<file path="src/rtl/mux153_scan.sv">
// Scan sequencer for a dual 4-to-1 data selector: steps the select code 0..3,
// samples both group outputs after a settle window and holds the words under valid/ack.
module mux153_scan #(
    parameter int SETTLE = 2
) (
    input  logic       clk,
    input  logic       reset,
    input  logic       start,
    input  logic [1:0] en_mask,
    output logic       sel0,
    output logic       sel1,
    output logic       enb1_n,
    output logic       enb2_n,
    input  logic       g1q,
    input  logic       g2q,
    output logic [3:0] word1,
    output logic [3:0] word2,
    output logic       valid,
    input  logic       ack,
    output logic       busy
);

    generate
        if (SETTLE < 1 || SETTLE > 15) begin : g_bad_settle
            $error("mux153_scan: SETTLE must be in 1..15");
        end
    endgenerate

    typedef enum logic [1:0] {S_IDLE, S_SETTLE, S_SAMPLE, S_HOLD} state_t;

    localparam logic [3:0] CNT_LAST = 4'(SETTLE - 1);

    state_t     state;
    logic [1:0] idx;
    logic [3:0] cnt;
    logic [1:0] mask_r;
    logic [3:0] sh1;
    logic [3:0] sh2;
    logic [3:0] sh1_next;
    logic [3:0] sh2_next;
    logic       launch;

    // A scan may start from IDLE, or straight out of HOLD when ack and start coincide.
    always_comb begin
        launch        = start && ((state == S_IDLE) || (state == S_HOLD && ack));
        sh1_next      = sh1;
        sh2_next      = sh2;
        sh1_next[idx] = g1q & mask_r[0];
        sh2_next[idx] = g2q & mask_r[1];
    end

    always_ff @(posedge clk) begin
        if (reset) begin
            state  <= S_IDLE;
            idx    <= 2'd0;
            cnt    <= 4'd0;
            mask_r <= 2'd0;
            sh1    <= 4'd0;
            sh2    <= 4'd0;
            word1  <= 4'd0;
            word2  <= 4'd0;
            sel0   <= 1'b0;
            sel1   <= 1'b0;
            enb1_n <= 1'b1;
            enb2_n <= 1'b1;
            valid  <= 1'b0;
            busy   <= 1'b0;
        end else begin
            case (state)
                S_IDLE: state <= S_IDLE;
                S_SETTLE: begin
                    cnt <= cnt + 4'd1;
                    if (cnt == CNT_LAST) state <= S_SAMPLE;
                end
                S_SAMPLE: begin
                    sh1 <= sh1_next;
                    sh2 <= sh2_next;
                    if (idx == 2'd3) begin
                        // Words take the shadow including the bit sampled on this edge.
                        word1        <= sh1_next;
                        word2        <= sh2_next;
                        state        <= S_HOLD;
                        valid        <= 1'b1;
                        busy         <= 1'b0;
                        {sel1, sel0} <= 2'd0;
                        enb1_n       <= 1'b1;
                        enb2_n       <= 1'b1;
                    end else begin
                        idx          <= idx + 2'd1;
                        {sel1, sel0} <= idx + 2'd1;
                        cnt          <= 4'd0;
                        state        <= S_SETTLE;
                    end
                end
                S_HOLD: begin
                    if (ack) begin
                        valid <= 1'b0;
                        state <= S_IDLE;
                    end
                end
                default: state <= S_IDLE;
            endcase

            // Scan launch overrides the per-state updates above.
            if (launch) begin
                state        <= S_SETTLE;
                mask_r       <= en_mask;
                idx          <= 2'd0;
                cnt          <= 4'd0;
                sh1          <= 4'd0;
                sh2          <= 4'd0;
                {sel1, sel0} <= 2'd0;
                enb1_n       <= ~en_mask[0];
                enb2_n       <= ~en_mask[1];
                busy         <= 1'b1;
                valid        <= 1'b0;
            end
        end
    end

endmodule

</file>
<file path="config.mk">
export PLATFORM = sky130hd
export DESIGN_NAME = mux153_scan
export DESIGN_NICKNAME = d
export VERILOG_FILES = /design/src/rtl/mux153_scan.sv
export SDC_FILE = /design/constraint.sdc
export NUM_CORES = 1
export LEC_CHECK = 0
export BUFFER_PORTS_ARGS = -buffer_cell sky130_fd_sc_hd__buf_2
export CORE_MARGIN = 3
export CORE_UTILIZATION = 50
export DETAILED_ROUTE_END_ITERATION = 12
export GPL_TIMING_DRIVEN = 0
export PLACE_DENSITY_LB_ADDON = 0.08
export SLEW_MARGIN = 25
export SYNTH_ARGS = -nofsm -noshare
export SYNTH_HDL_FRONTEND = slang
export SYNTH_SLANG_ARGS = --single-unit
</file>
<file path="constraint.sdc">
create_clock -name clk -period 4.11 [get_ports clk]
set_clock_uncertainty 0.05 [all_clocks]
set_input_delay 0.6165 -clock clk [delete_from_list [all_inputs] [get_ports clk]]
set_output_delay 0.6165 -clock clk [all_outputs]
set_load 0.01 [all_outputs]
</file>
Yosys cells after proc, flatten, opt, wreduce, memory -nomap -nowiden
Index checks and enable logic that the tools add are counted.

word-level totals
  bits in registers = 32
  latch bits = 0
  RAM bits = 0
  ROM bits = 0
  input port bits = 8
  output and inout port bits = 14
  logic and storage cells = 74
  memories = 0

operators by class
  add/subtract/negate cells = 2
  $mul = 0
  divide/modulo/power cells = 0
  $lt $le $gt $ge = 2
  equal/unequal tests = 11
  shift-type cells = 0
  muxes and demuxes = 22
  bitwise logic cells = 5
  reduce and logical (&&, ||, !) cells = 17

operators with widths
  kind                                                                                 number
  1-bit 2-to-1 mux                                                                     12
  2-bit AND reduction                                                                  6
  4-bit bitwise mux                                                                    2
  2-bit != test, second input constant                                                 4
  2-bit one-hot mux with 4 select lines                                                1
  4-bit one-hot mux with 2 select lines                                                1
  2-bit nonzero test                                                                   4
  2-bit equality test, second input constant                                           3
  2-bit 2-to-1 mux                                                                     3
  3-bit != test, second input constant                                                 2
  4-bit by 1-bit adder with 4-bit output, second input constant                        1
  4-bit by 1-bit equality test with 1-bit output, second input constant                1
  4-bit 2-to-1 mux                                                                     1
  1-bit logical AND                                                                    3
  2-bit by 3-bit less-than comparator with 1-bit output, second input constant         1
  1-bit inverter                                                                       3
  3-bit AND reduction                                                                  1
  2-bit by 1-bit adder with 2-bit output, second input constant                        1
  1-bit bitwise AND                                                                    2
  1-bit demux with 2-bit select                                                        1
  2-bit by 1-bit equality test with 1-bit output, second input constant                1
  2-bit by 1-bit greater-or-equal comparator with 1-bit output, second input constant  1
  2-bit zero test                                                                      1
  1-bit one-hot mux with 2 select lines                                                1
  2 further kinds                                                                      2

Logic depth before layout (Yosys ltp)
  depth in word-level cells = 6
  depth in mapped cells = 7
  mapped depth without buffers = 6

Least setup slack after synthesis
No wires, ideal clock.

  path type = input port to flip-flop
  start = input port ack
  end = register enb1_n
  library setup time = 0.114 ns
  arrival = 1.402 ns
  data required time = 3.946 ns
  setup slack = 2.544 ns
  cell stages on the path = 4
  path buffers = 0
  cell sequence = and2_1 > o21a_1 > or3_1 > a21o_1

between the ends
  word-level cells in the longest chain between the ends = 5
  elaborated cells on any way between the ends = 7
  classes of those cells = mux: 1; reduce/logical: 6

RTL lines
  item                           RTL line  text
  start: declaration             19        input logic ack,
  1-bit logical AND (*)          45        launch = start && ((state == S_IDLE) || (state == S_HOLD && ack));
  1-bit logical OR (*)           45
  1-bit logical AND (*)          45
  2-bit nonzero test (no line)   -
  2-bit AND reduction (no line)  -
  end signal: assignment         113       enb1_n <= ~en_mask[0];
  end: declaration               12        output logic enb1_n,

Mark *: on every way between the ends. The rest lies on a longest branch, timed or not.
A chain may end at the register's enable or synchronous reset.

Worst setup path in the final report
  start = register state[0]
  end = register sel1

between the ends
  word-level cells in the longest chain between the ends = 5
  elaborated cells on any way between the ends = 7
  classes of those cells = eq/ne: 2; reduce/logical: 5

RTL lines
  item                          RTL line  text
  start: declaration            33        state_t state;
  start signal: assignment      54        state <= S_IDLE;
  start signal: assignment      70        S_IDLE: state <= S_IDLE;
  start signal: assignment      73        if (cnt == CNT_LAST) state <= S_SAMPLE;
  2-bit equality test           45
  1-bit logical AND             45
  1-bit logical OR              45
  1-bit logical AND             45
  2-bit OR reduction (no line)  -
  end signal: assignment        90        {sel1, sel0} <= idx + 2'd1;
  end: declaration              11        output logic sel1,

Parallel ways exist; a longest one is shown, timed or not.

==> impl_metrics.ini <==
[yosys]
postSynthAreaPerCell_um2 = 8.66
synthesis.area_um2 = 1400
synth_edf_count = 0
async_flop_share_pct = 0
ys_warn_count = 0
yosys_register_bits = 30
synthCells = 162
syn-num-nets = 181
ys_seq_area_share_pct = 42.8
synth_top_flop_cell = dfxtp_1
ys_types = 27

[timing]
whs_ns = 0.409
rsz0062_at_grt = false
fin_crit_ns = 1.73
clock.fmax_mhz = 579
tightest_slew_ns = 0.458
fin_setup_tns_ns = 0
maxSlewHeadroom_pct = 69.5
hold_viol = 0
maxSlewViolCount = 0
setup_violations = 0
finalCritPeriodShare_pct = 42.0

[finish]
syn_to_final_growth_pct = 18.1
fin_area_um2 = 1660
instances_no_fill = 221
fillers = 237
drive_gt1_share_pct = 18.8
final_nets = 209
diodes = 0

[place]
place_area_um2 = 1550
numPortBuffers = 21
place_inst = 213
gp_congestion = 0.736
dp_hpwl_mm = 2.04

[routing]
viasPerCell = 5.22
drc = 0
wl_per_cell_um = 12.5
antenna_left = 0
firstDrtPassIters = 4
drt_wl_total_mm = 2.76
vias = 1153
drt_iter0_markers = 42

[floorplan]
dieArea_um2 = 3480
start_util_pct = 54.6
core.rowCount = 18
die_h_um = 59.0
fp.coreArea_um2 = 2570
ios = 22
die_x_um = 59.0

[critical_path]
cpPeakStageDelay_ns = 0.40
crit_required_ns = 4.29
cp-start-kind = register
crit_family = buffers and inverters
worstPathArrival_ns = 1.91
crit_path_max_fanout = 10
path_cells = inv_1 > ha_1 > buf_2 > clkbuf_1 > mux2i_1 > nor2_1
critPathCaptureType = register
slowest_stage = clkbuf_1
crit_buf_inv = 3
worstSetupPathType = register to register

[clock_tree]
clk_path_buf_depth = 2
cts_setup_buffers = 0
cts-resized-gates = 0
clk_pin_slew_ns = 0.10
cts_tree = done
ctsHtreeMaxLevel = 2
cts_sinks = 30
ctsHoldBuffers = 0
clock_latency_ns = 0.33
cts_inserted_buffers = 5
cts_root_buf = clkbuf_4

[global_routing]
grt_overflow = 0
grt_max_degree = 11
antenna_found_initial = 0
grt_pass1_wl_mm = 4.71
track_usage_pct = 18.1
first_global_vias = 1083

[power_and_ir_drop]
p_leak_nw = 0.669
comb_power_share_pct = 5.8
ir_drop_mv = 0.530
seqPwrFrac_pct = 45.9
switching_power_mw = 0.133
total_power_mw = 0.650
power_density_nw_per_um2 = 392
intPower_mw = 0.517
p_sw_share_pct = 20.5
clkPwrFrac_pct = 48.3

[min_path]
hold_path.class = register to register

[flow_run]
maxCapViolations = 0

[status]
status = finished, final reports clean
sequential cells by signal, indices dropped and copies added (netlist names):
name,cells
sel0,1
sh1,3
valid,1
state,2
sel1,1
enb2_n,1
sh2,3
enb1_n,1
word1,4
idx,2
mask_r,2
cnt,4
word2,4
busy,1
tightest hold or removal path: stages, from the launching register on:
cell     delay (ns)
dfxtp_1        0.32
nand2_1        0.05
a21oi_1        0.05
area by class of cell:
| cell class | count | area [um^2] | share of cell area, % |
|---|---|---|---|
| repair buffers | 21 | 105 | 6.34 |
| clock buffers | 6 | 51.3 | 3.10 |
| multi-input cells | 118 | 743 | 44.9 |
| plain buffers | 9 | 40.0 | 2.42 |
| well taps | 30 | 37.5 | 2.27 |
| inverters | 5 | 18.8 | 1.13 |
| flip-flops and latches | 30 | 601 | 36.3 |
| clock inverters | 2 | 60.1 | 3.63 |
cell families (layout without fill, tap and decap cells):
logic type                 Yosys count  in the layout  share of synthesized area [%]
muxes                                9              9                           6.42
buffers and inverters               14             43                           4.19
AOI/OAI and AO/OA                   34             34                           14.7
adders and majority gates           11             11                           9.81
DFF                                 30             30                           42.8
and+or+nand+nor                     64             64                           22.0
cell usage after synthesis (2+ instances only):
master / number / area, um^2
a211oi_1: 6 / 45.0
a21o_1: 2 / 15.0
a21oi_1: 20 / 100
and2_1: 6 / 37.5
buf_2: 5 / 25.0
clkbuf_1: 4 / 15.0
dfxtp_1: 30 / 601
ha_1: 11 / 138
inv_1: 5 / 18.8
mux2i_1: 9 / 90.1
nand2_1: 18 / 67.6
nand2b_1: 2 / 12.5
nand3_1: 7 / 35.0
nand3b_1: 2 / 15.0
nor2_1: 20 / 75.1
nor2b_1: 2 / 12.5
nor3b_1: 2 / 15.0
or3_1: 2 / 12.5
routing by layer:
| layer | up-vias | track usage [%] | wire length (um) |
|---|---|---|---|
| met1 | 522 | 20.5 | 1260 |
| met3 | 6 | 6.58 | 140 |
| met2 | 23 | 30.4 | 1310 |
| met4 | 0 | 7.77 | 48 |
| li1 | 602 | - | - |
| met5 | - | 0 | 0 |
worst paths after layout:
check             slack (ns)     start  cells after the start   end
setup / recovery        2.38  state[0]                      6  sel1
setup reg to reg        2.38  state[0]                      6  sel1
hold reg to reg         0.41      busy                      2  busy
hold / removal          0.41      busy                      2  busy
through the flow:
stage                     setup slack [ns]  util [%]
after floorplan                       2.54         -
after global placement                2.36      60.2
after detailed placement              2.35      60.2
after CTS                             2.39      64.5
after global routing                  2.25      64.5
final                                 2.38      64.5
power by group through the flow:
stage	combinational, mW	sequential [mW]	clock (mW)
5_1_grt	0.0421	0.299	0.332
2_1_floorplan	0.0244	0.306	0
3_3_place_gp	0.0370	0.305	0
6_report	0.0375	0.299	0.314
4_1_cts	0.0379	0.299	0.318
3_5_place_dp	0.0375	0.305	0
cell usage in the layout, fill, tap and decap left out, drive strengths merged:
| cell | netlist | layout |
|---|---|---|
| a211oi | 6 | 6 |
| a21o | 2 | 2 |
| a21oi | 21 | 21 |
| a22oi | 1 | 1 |
| a31oi | 1 | 1 |
| and2 | 6 | 6 |
| buf | 5 | 26 |
| bufinv | 0 | 2 |
| clkbuf | 4 | 10 |
| dfxtp | 30 | 30 |
| ha | 11 | 11 |
| inv | 5 | 5 |
| mux2i | 9 | 9 |
| nand2 | 18 | 18 |
| nand2b | 2 | 2 |
| nand3 | 7 | 7 |
| nand3b | 2 | 2 |
| nor2 | 20 | 20 |
| nor2b | 2 | 2 |
| nor3b | 2 | 2 |
| o211ai | 1 | 1 |
| o21a | 1 | 1 |
| o21ai | 1 | 1 |
| or2b | 1 | 1 |
| or3 | 2 | 2 |
| or3b | 1 | 1 |
| or4b | 1 | 1 |
Note: power is estimated with default switching activity, not from simulation.
